**src/rtl/text_write_ctrl.sv**
```systemverilog
// Text-mode write controller: turns a byte stream into text-RAM cell writes,
// tracks the cursor, and handles LF/CR/BS/FF plus row clearing on wrap.
// Optional cursor blinking is enabled by defining CURSOR_BLINK_EN.
module text_write_ctrl #(
    parameter int unsigned COLS      = 70,
    parameter int unsigned ROWS      = 30,
    parameter int unsigned BLINK_DIV = 12500000
) (
    input  logic        clk,
    input  logic        reset_n,
    input  logic        ch_valid,
    input  logic [7:0]  ch_data,
    output logic        ch_ready,
    output logic [11:0] ram_addr,
    output logic [7:0]  ram_data,
    output logic        ram_wren,
    output logic [11:0] cursor_pos,
    output logic        cursor_vis
);

    localparam int unsigned AW    = 12;
    localparam int unsigned CELLS = COLS * ROWS;
    localparam int unsigned CW    = (COLS > 1) ? $clog2(COLS) : 1;
    localparam int unsigned RW    = (ROWS > 1) ? $clog2(ROWS) : 1;

    typedef enum logic [1:0] {
        S_IDLE,
        S_PUT,
        S_CLR_ROW,
        S_CLR_ALL
    } state_t;

    state_t          r_state;
    logic [7:0]      r_byte;
    logic [CW-1:0]   r_col;
    logic [RW-1:0]   r_row;
    logic [AW-1:0]   r_pos;
    logic            r_ready;
    logic [AW-1:0]   r_addr;
    logic [7:0]      r_data;
    logic            r_wren;
    logic [AW-1:0]   r_clr_addr;
    logic [AW-1:0]   r_clr_end;

    logic            w_xfer;
    logic            w_last_col;
    logic            w_last_row;
    logic            w_row_change;
    logic [AW-1:0]   w_row_base;
    logic [AW-1:0]   w_next_base;

    function automatic logic is_print(input logic [7:0] b);
        return (b >= 8'h20) && (b <= 8'h7E);
    endfunction

    // Handshake, cursor geometry and next-row base address
    assign w_xfer       = ch_valid && r_ready;
    assign w_last_col   = (r_col == CW'(COLS - 1));
    assign w_last_row   = (r_row == RW'(ROWS - 1));
    assign w_row_change = (is_print(r_byte) && w_last_col) || (r_byte == 8'h0A);
    assign w_row_base   = r_pos - AW'(r_col);
    assign w_next_base  = w_last_row ? '0 : (w_row_base + AW'(COLS));

    // Main controller FSM with registered RAM port, ready and cursor
    always_ff @(posedge clk) begin
        if (!reset_n) begin
            r_state    <= S_CLR_ALL;
            r_byte     <= '0;
            r_col      <= '0;
            r_row      <= '0;
            r_pos      <= '0;
            r_ready    <= 1'b0;
            r_addr     <= '0;
            r_data     <= '0;
            r_wren     <= 1'b0;
            r_clr_addr <= '0;
            r_clr_end  <= AW'(CELLS);
        end else begin
            case (r_state)
                S_IDLE: begin
                    r_wren <= 1'b0;
                    if (w_xfer) begin
                        r_byte  <= ch_data;
                        r_ready <= 1'b0;
                        r_data  <= 8'h00;
                        r_addr  <= r_pos;
                        if (ch_data == 8'h0C) begin
                            // Full clear starts writing address 0 right away
                            r_state    <= S_CLR_ALL;
                            r_wren     <= 1'b1;
                            r_addr     <= '0;
                            r_clr_addr <= AW'(1);
                            r_clr_end  <= AW'(CELLS);
                        end else begin
                            r_state <= S_PUT;
                            if (is_print(ch_data)) begin
                                r_wren <= 1'b1;
                                r_data <= ch_data;
                            end else if ((ch_data == 8'h08) &&
                                         ((r_col != '0) || (r_row != '0))) begin
                                // Backspace: the previous cell is always pos-1
                                r_wren <= 1'b1;
                                r_addr <= r_pos - AW'(1);
                                r_pos  <= r_pos - AW'(1);
                                if (r_col != '0) begin
                                    r_col <= r_col - 1'b1;
                                end else begin
                                    r_col <= CW'(COLS - 1);
                                    r_row <= r_row - 1'b1;
                                end
                            end
                        end
                    end
                end

                S_PUT: begin
                    r_wren <= 1'b0;
                    if (w_row_change) begin
                        // Move to the next row and clear it, first cell now
                        r_col      <= '0;
                        r_row      <= w_last_row ? '0 : (r_row + 1'b1);
                        r_pos      <= w_next_base;
                        r_addr     <= w_next_base;
                        r_data     <= 8'h00;
                        r_wren     <= 1'b1;
                        r_clr_addr <= w_next_base + AW'(1);
                        r_clr_end  <= w_next_base + AW'(COLS);
                        r_state    <= S_CLR_ROW;
                    end else begin
                        if (is_print(r_byte)) begin
                            r_col <= r_col + 1'b1;
                            r_pos <= r_pos + AW'(1);
                        end else if (r_byte == 8'h0D) begin
                            r_col <= '0;
                            r_pos <= w_row_base;
                        end
                        r_ready <= 1'b1;
                        r_state <= S_IDLE;
                    end
                end

                S_CLR_ROW, S_CLR_ALL: begin
                    if (r_clr_addr == r_clr_end) begin
                        r_wren  <= 1'b0;
                        r_ready <= 1'b1;
                        r_state <= S_IDLE;
                        if (r_state == S_CLR_ALL) begin
                            r_pos <= '0;
                            r_row <= '0;
                            r_col <= '0;
                        end
                    end else begin
                        r_wren     <= 1'b1;
                        r_addr     <= r_clr_addr;
                        r_data     <= 8'h00;
                        r_clr_addr <= r_clr_addr + AW'(1);
                    end
                end

                default: r_state <= S_IDLE;
            endcase
        end
    end

    assign ch_ready   = r_ready;
    assign ram_addr   = r_addr;
    assign ram_data   = r_data;
    assign ram_wren   = r_wren;
    assign cursor_pos = r_pos;

`ifdef CURSOR_BLINK_EN
    localparam int unsigned BW = (BLINK_DIV > 1) ? $clog2(BLINK_DIV) : 1;

    logic [BW-1:0] r_blink_cnt;
    logic          r_vis;
    logic [AW-1:0] r_last_pos;

    // Blink half-period counter, restarted visible on every cursor move
    always_ff @(posedge clk) begin
        if (!reset_n) begin
            r_blink_cnt <= '0;
            r_vis       <= 1'b1;
            r_last_pos  <= '0;
        end else if (r_pos != r_last_pos) begin
            r_last_pos  <= r_pos;
            r_blink_cnt <= '0;
            r_vis       <= 1'b1;
        end else if (r_blink_cnt == BW'(BLINK_DIV - 1)) begin
            r_blink_cnt <= '0;
            r_vis       <= ~r_vis;
        end else begin
            r_blink_cnt <= r_blink_cnt + 1'b1;
        end
    end

    assign cursor_vis = r_vis;
`else
    logic w_unused_blink;
    assign w_unused_blink = ^BLINK_DIV;
    assign cursor_vis     = 1'b1;
`endif

endmodule

```
**config.mk**
```make
export PLATFORM = sky130hd
export DESIGN_NAME = text_write_ctrl
export DESIGN_NICKNAME = d
export VERILOG_FILES = /design/src/rtl/text_write_ctrl.sv
export SDC_FILE = /design/constraint.sdc
export NUM_CORES = 1
export LEC_CHECK = 0
export ABC_CLOCK_PERIOD_IN_PS = 9700
export CAP_MARGIN = 15
export CORE_MARGIN = 1
export CORE_UTILIZATION = 40
export CTS_CLUSTER_DIAMETER = 50
export DETAILED_ROUTE_END_ITERATION = 8
export MAX_ROUTING_LAYER = met4
export PLACE_DENSITY = 0.69
export SYNTH_ARGS = -nofsm -noshare
export SYNTH_HDL_FRONTEND = slang
export SYNTH_SLANG_ARGS = --single-unit
```
**constraint.sdc**
```tcl
create_clock -name clk -period 9.7 [get_ports clk]
set_input_delay 1.94 -clock clk [delete_from_list [all_inputs] [get_ports clk]]
set_output_delay 1.94 -clock clk [all_outputs]
set_load 0.01 [all_outputs]
```
Word level (Yosys, flattened, before mapping)
Cells that the tools add are included.
{"block": "word_totals", "register_bits": 80, "input_bits": 11, "out_inout_bits": 35}
{"block": "classes", "add_sub_neg": 11, "muxes": 68, "order_cmp": 4, "eq_ne": 22, "reduce_logical": 21}
{"op": "12-bit two-way mux", "count": 21}
{"op": "12-bit one-hot mux with 3 select lines", "count": 3}
{"op": "7-bit two-way mux", "count": 10}
{"op": "5-bit two-way mux", "count": 9}
{"op": "8-bit two-way mux", "count": 5}
{"op": "12-bit by 1-bit adder with 12-bit output (second input constant)", "count": 3}
{"op": "8-bit by 4-bit equality test with 1-bit output (second input constant)", "count": 4}
{"op": "12-bit by 7-bit adder with 12-bit output (second input constant)", "count": 2}
{"op": "12-bit one-hot mux with 2 select lines", "count": 1}
{"op": "8-bit one-hot mux with 3 select lines", "count": 1}
{"op": "2-bit inequality test (second input constant)", "count": 11}
{"op": "7-bit one-hot mux with 3 select lines", "count": 1}
{"op": "8-bit by 6-bit greater-or-equal comparator with 1-bit output (second input constant)", "count": 2}
{"op": "8-bit by 7-bit less-or-equal comparator with 1-bit output (second input constant)", "count": 2}
{"op": "5-bit one-hot mux with 3 select lines", "count": 1}
{"op": "12-bit equality test", "count": 1}
{"op": "12-bit by 1-bit subtractor with 12-bit output (second input constant)", "count": 1}
{"op": "12-bit by 7-bit subtractor with 12-bit output", "count": 1}
{"op": "1-bit two-way mux", "count": 9}
{"op": "2-bit two-way mux", "count": 4}
{"op": "4-bit AND reduction", "count": 2}
{"op": "8-bit AND reduction", "count": 1}
{"op": "7-bit by 1-bit adder with 7-bit output (second input constant)", "count": 1}
{"op": "7-bit equality test (second input constant)", "count": 1}
{"op": "20 further kinds", "count": 29}

Longest topological paths before layout
{"block": "logic_depth", "word_depth": 8, "mapped_depth": 13}

Worst setup path after synthesis
OpenSTA, ideal clock, no wires.
{"block": "synth_path", "path_type": "input -> register", "start": "input port ch_data[7]", "end": "register r_addr[9], in the netlist ram_addr[9]", "path_stages": 10, "t_arrival_ps": 4273, "setup_time_ps": 124, "setup_slack_ps": 5303, "cell_sequence": "or4_1 -> nor3_1 -> o2111ai_1 -> or4_4 -> nor4_4 -> nand2_1 -> xor2_1 -> nor2_1 -> a221oi_1 -> a21oi_1"}
{"block": "synth_between", "elab_chain_cells": 7}
{"element": "start: declaration", "line": "12", "text": "input logic [7:0] ch_data,"}
{"element": "branches (longest 4 deep; another with 8-bit by 6-bit greater-or-equal comparator with 1-bit output)"}
{"element": "12-bit two-way mux *", "line": "87", "text": "if (ch_data == 8'h0C) begin"}
{"element": "12-bit two-way mux *", "line": "82", "text": "if (w_xfer) begin"}
{"element": "12-bit one-hot mux with 3 select lines *", "line": "79", "text": "case (r_state)"}
{"element": "end signal: assignment", "line": "86", "text": "r_addr <= r_pos;"}
{"element": "end signal: assignment", "line": "103", "text": "r_addr <= r_pos - AW'(1);"}
{"element": "end signal: assignment", "line": "123", "text": "r_addr <= w_next_base;"}
{"element": "end: declaration", "line": "39", "text": "logic [AW-1:0] r_addr;"}
Every way passes the cells marked *. The select of a mux whose other input is x is not followed.
A chain may end at the register's enable or synchronous reset.

Final worst setup path
{"block": "layout_path", "start": "input port ch_data[7]", "end": "register r_col[0]"}
{"block": "layout_between", "elab_chain_cells": 4}
{"element": "8-bit by 6-bit greater-or-equal comparator with 1-bit output (tied with other cells)", "line": "53", "text": "return (b >= 8'h20) && (b <= 8'h7E);"}
{"element": "1-bit logical AND, on equally long branches", "line": "53, 99"}
{"element": "2-bit inequality test (no source line)"}
{"element": "7-bit AND reduction (no source line) *"}
{"element": "end signal: assignment", "line": "106", "text": "r_col <= r_col - 1'b1;"}
{"element": "end signal: assignment", "line": "108", "text": "r_col <= CW'(COLS - 1);"}
{"element": "end signal: assignment", "line": "131", "text": "r_col <= r_col + 1'b1;"}
{"element": "end: declaration", "line": "35", "text": "logic [CW-1:0] r_col;"}
Mark *: on every way between the ends. The rest lies on a longest branch, timed or not.

==> impl_metrics.tcl <==
set metrics [dict create \
    r2r_start "cursor_pos[0]" \
    holdBufCountCts 0 \
    hp-start "ram_data[6]" \
    port_buffers 44 \
    gp_congestion 0.927 \
    firstDrtPassIters 5 \
    ir_drop_v 0.0000913 \
    std_cell_rows 43 \
    p_per_area_mw_per_mm2 105 \
    synth.area.top_cells "dfxtp_1 27%, xnor2_1 6.5%, nor2_1 6.0%, nand2_1 5.9%, a21oi_1 5.6%" \
    antennaDiodeCount 0 \
    grt_overflow 0 \
    synth_most_common_cell "nor2_1" \
    post-route-period-util_pct 52.3 \
    grt_pass1_vias 5567 \
    detail_route.vias_per_cell 6.13 \
    wl_per_cell_um 18.2 \
    setup-violations-final 0 \
    synth_edf_count 0 \
    final_cells 995 \
    drive_gt1_share_pct 5.64 \
    clk_latency_ns 0.35 \
    track_usage_pct 25.9 \
    initial_core_util_pct 41.6 \
    syn-cell-area_mm2 0.00584 \
    grt_antenna_before_repair 0 \
    die_w_um 123 \
    worst_clock_skew_ns 0.00659 \
    synth.top_cells.by_count "94 x nor2_1, 92 x nand2_1, 80 x dfxtp_1" \
    rr_worst_depth 12 \
    end_kind "flip-flop" \
    syn_avg_cell_area_um2 7.34 \
    drt.antenna.violating_nets 0 \
    hold_end "ram_data[6]" \
    worstSetupStartpoint "ch_data[7]" \
    area_growth_pct 14.5 \
    grt_pass1_wl_um 29100 \
    synth_cell_types 81 \
    ys.flop_type "dfxtp_1" \
    drc_errors 0 \
    yosysSeqAreaShare_pct 27.4 \
    yosys_warnings 0 \
    cts.sink_count 80 \
    wl_um 18200 \
    synthArstFlopShare_pct 0 \
    tritoncts "yes" \
    synth.top_cell.area_share_pct 27.4 \
    drv_slew 0 \
    r2r-end "r_clr_end[11]" \
    tightest_slew_ns 0.824 \
    post_cts_resize_count 0 \
    hp-class "flip-flop to flip-flop" \
    cts_max_level 3 \
    ios 46 \
    synth_cells 795 \
    clk_path_buf_depth 2 \
    finalHoldViolCount 0 \
    hpwl_um 13200 \
    ff2ff_setup_slack_ns 5.28 \
    cts_made_buffers 9 \
    path_class "input port to flip-flop" \
    synth_nets 824 \
    yosysTopAreaCell "dfxtp_1" \
    nFillCells 1420 \
    die_h_um 123 \
    crit_arrival_ns 5.32 \
    ys_ff_latch 80 \
    vias 6095 \
    drt_iter0_markers 457 \
    root_buffer "clkbuf_16" \
    outcome "complete, no violations" \
    fmax_ghz 0.197 \
    p_leak_nw 2.24 \
    placedCellCount 980 \
    die_area_mm2 0.0151 \
    slew_headroom_pct 45.0 \
    grt_max_degree 57 \
    hold_depth 2 \
    rsz0062_at_grt "false" \
    critPathMaxFanout 23 \
    setup-tns-final_ns 0 \
    drv_cap 0 \
    min_period_ns 5.08 \
    clk_pin_slew_ns 0.06 \
    post-cts-setup-buffer-count 0 \
    start_kind "input port" \
    core-area_mm2 0.0140 \
    nets 840 \
    cp_data_required_time_ns 9.94 \
]
## critical path, stage by stage
cell and delay [ns]:
clkdlybuf4s50_1 0.45, or4_1 0.54, nor3_1 0.39, nand3_1 0.34, a31oi_1 0.23, o21ai_0 0.12
o21a_1 0.39, o21ai_0 0.33, buf_4 0.26, a21oi_1 0.06, o221a_2 0.28
## placed cells by master (no fill, tap or decap), drive strengths merged, types with 6 or more instances in the layout
cell           count
or2                7
o21ai             60
xnor2             44
a21oi             66
nand2b             8
nor2b              6
a31oi             12
o21a               8
xor2              17
dfxtp             80
o211ai            10
a22oi             16
nand3             32
or3                9
o31ai              7
nand4             12
clkbuf            11
nand2             92
clkdlybuf4s50     44
nor2              94
and3               9
nor3              31
buf                8
inv               18
a211oi            12
ha                17
## where the power goes
group	switching [mW]	leakage, nW	internal [mW]
logic	0.0138	1.45	0.00986
registers	0.00164	0.646	0.330
clock network	0.139	0.142	0.206
total	0.154	2.24	0.546
## logic make-up (layout without fill, tap and decap cells)
kind of cell,after synthesis,after routing,synth area share (%)
and+or+nand+nor,321,321,26.2
AOI/OAI and AO/OA,242,242,27.3
DFF,80,80,27.4
buffers and inverters,65,85,4.29
xor gates and xnor gates,61,61,9.41
adders and majority gates,18,18,3.99
muxes,7,7,1.31
other,1,1,0.0642
## worst max-delay path by stage
stage and end:
2_1_floorplan ram_addr[9], 3_3_place_gp r_col[0], 3_5_place_dp r_col[0], 4_1_cts r_col[0], 5_1_grt ram_addr[9], 6_report r_col[0]
## routing by layer
metal	global-route usage, %	up-vias	wire [um]
li1	-	2915	-
met1	33.4	2886	8030
met2	40.0	254	8370
met3	4.79	40	1250
met4	9.76	0	503
met5	-	-	0
## final cells by class
| class | count | area (um^2) | area share [%] |
|---|---|---|---|
| Clock buffer | 11 | 243 | 3.63 |
| Tap cell | 180 | 225 | 3.37 |
| Sequential cell | 80 | 1600 | 24.0 |
| Clock inverter | 4 | 55.1 | 0.824 |
| Timing Repair Buffer | 52 | 500 | 7.49 |
| Inverter | 18 | 67.6 | 1.01 |
| Multi-Input combinational cell | 650 | 3990 | 59.7 |
## flip-flops by register name (all words and copies together), names as in the netlist
| signal | cells |
|---|---|
| ch_ready | 1 |
| cursor_pos | 12 |
| r_byte | 8 |
| r_clr_addr | 12 |
| r_clr_end | 12 |
| r_col | 7 |
| r_row | 5 |
| r_state | 2 |
| ram_addr | 12 |
| ram_data | 8 |
| ram_wren | 1 |
## stage by stage
step                util, %  hold WS [ns]  area (um^2)  worst slack [ns]  total power, mW
floorplan                 -         0.444         5840              5.30            0.351
global placement       45.5         0.440         6380              4.43            0.363
detailed placement     45.5         0.447         6380              4.34            0.363
CTS                    47.6         0.458         6680              4.70            0.706
global route           47.6         0.476         6680              4.42            0.723
finish                 47.6         0.455         6680              4.62            0.700
(Power assumes the default switching activity.)
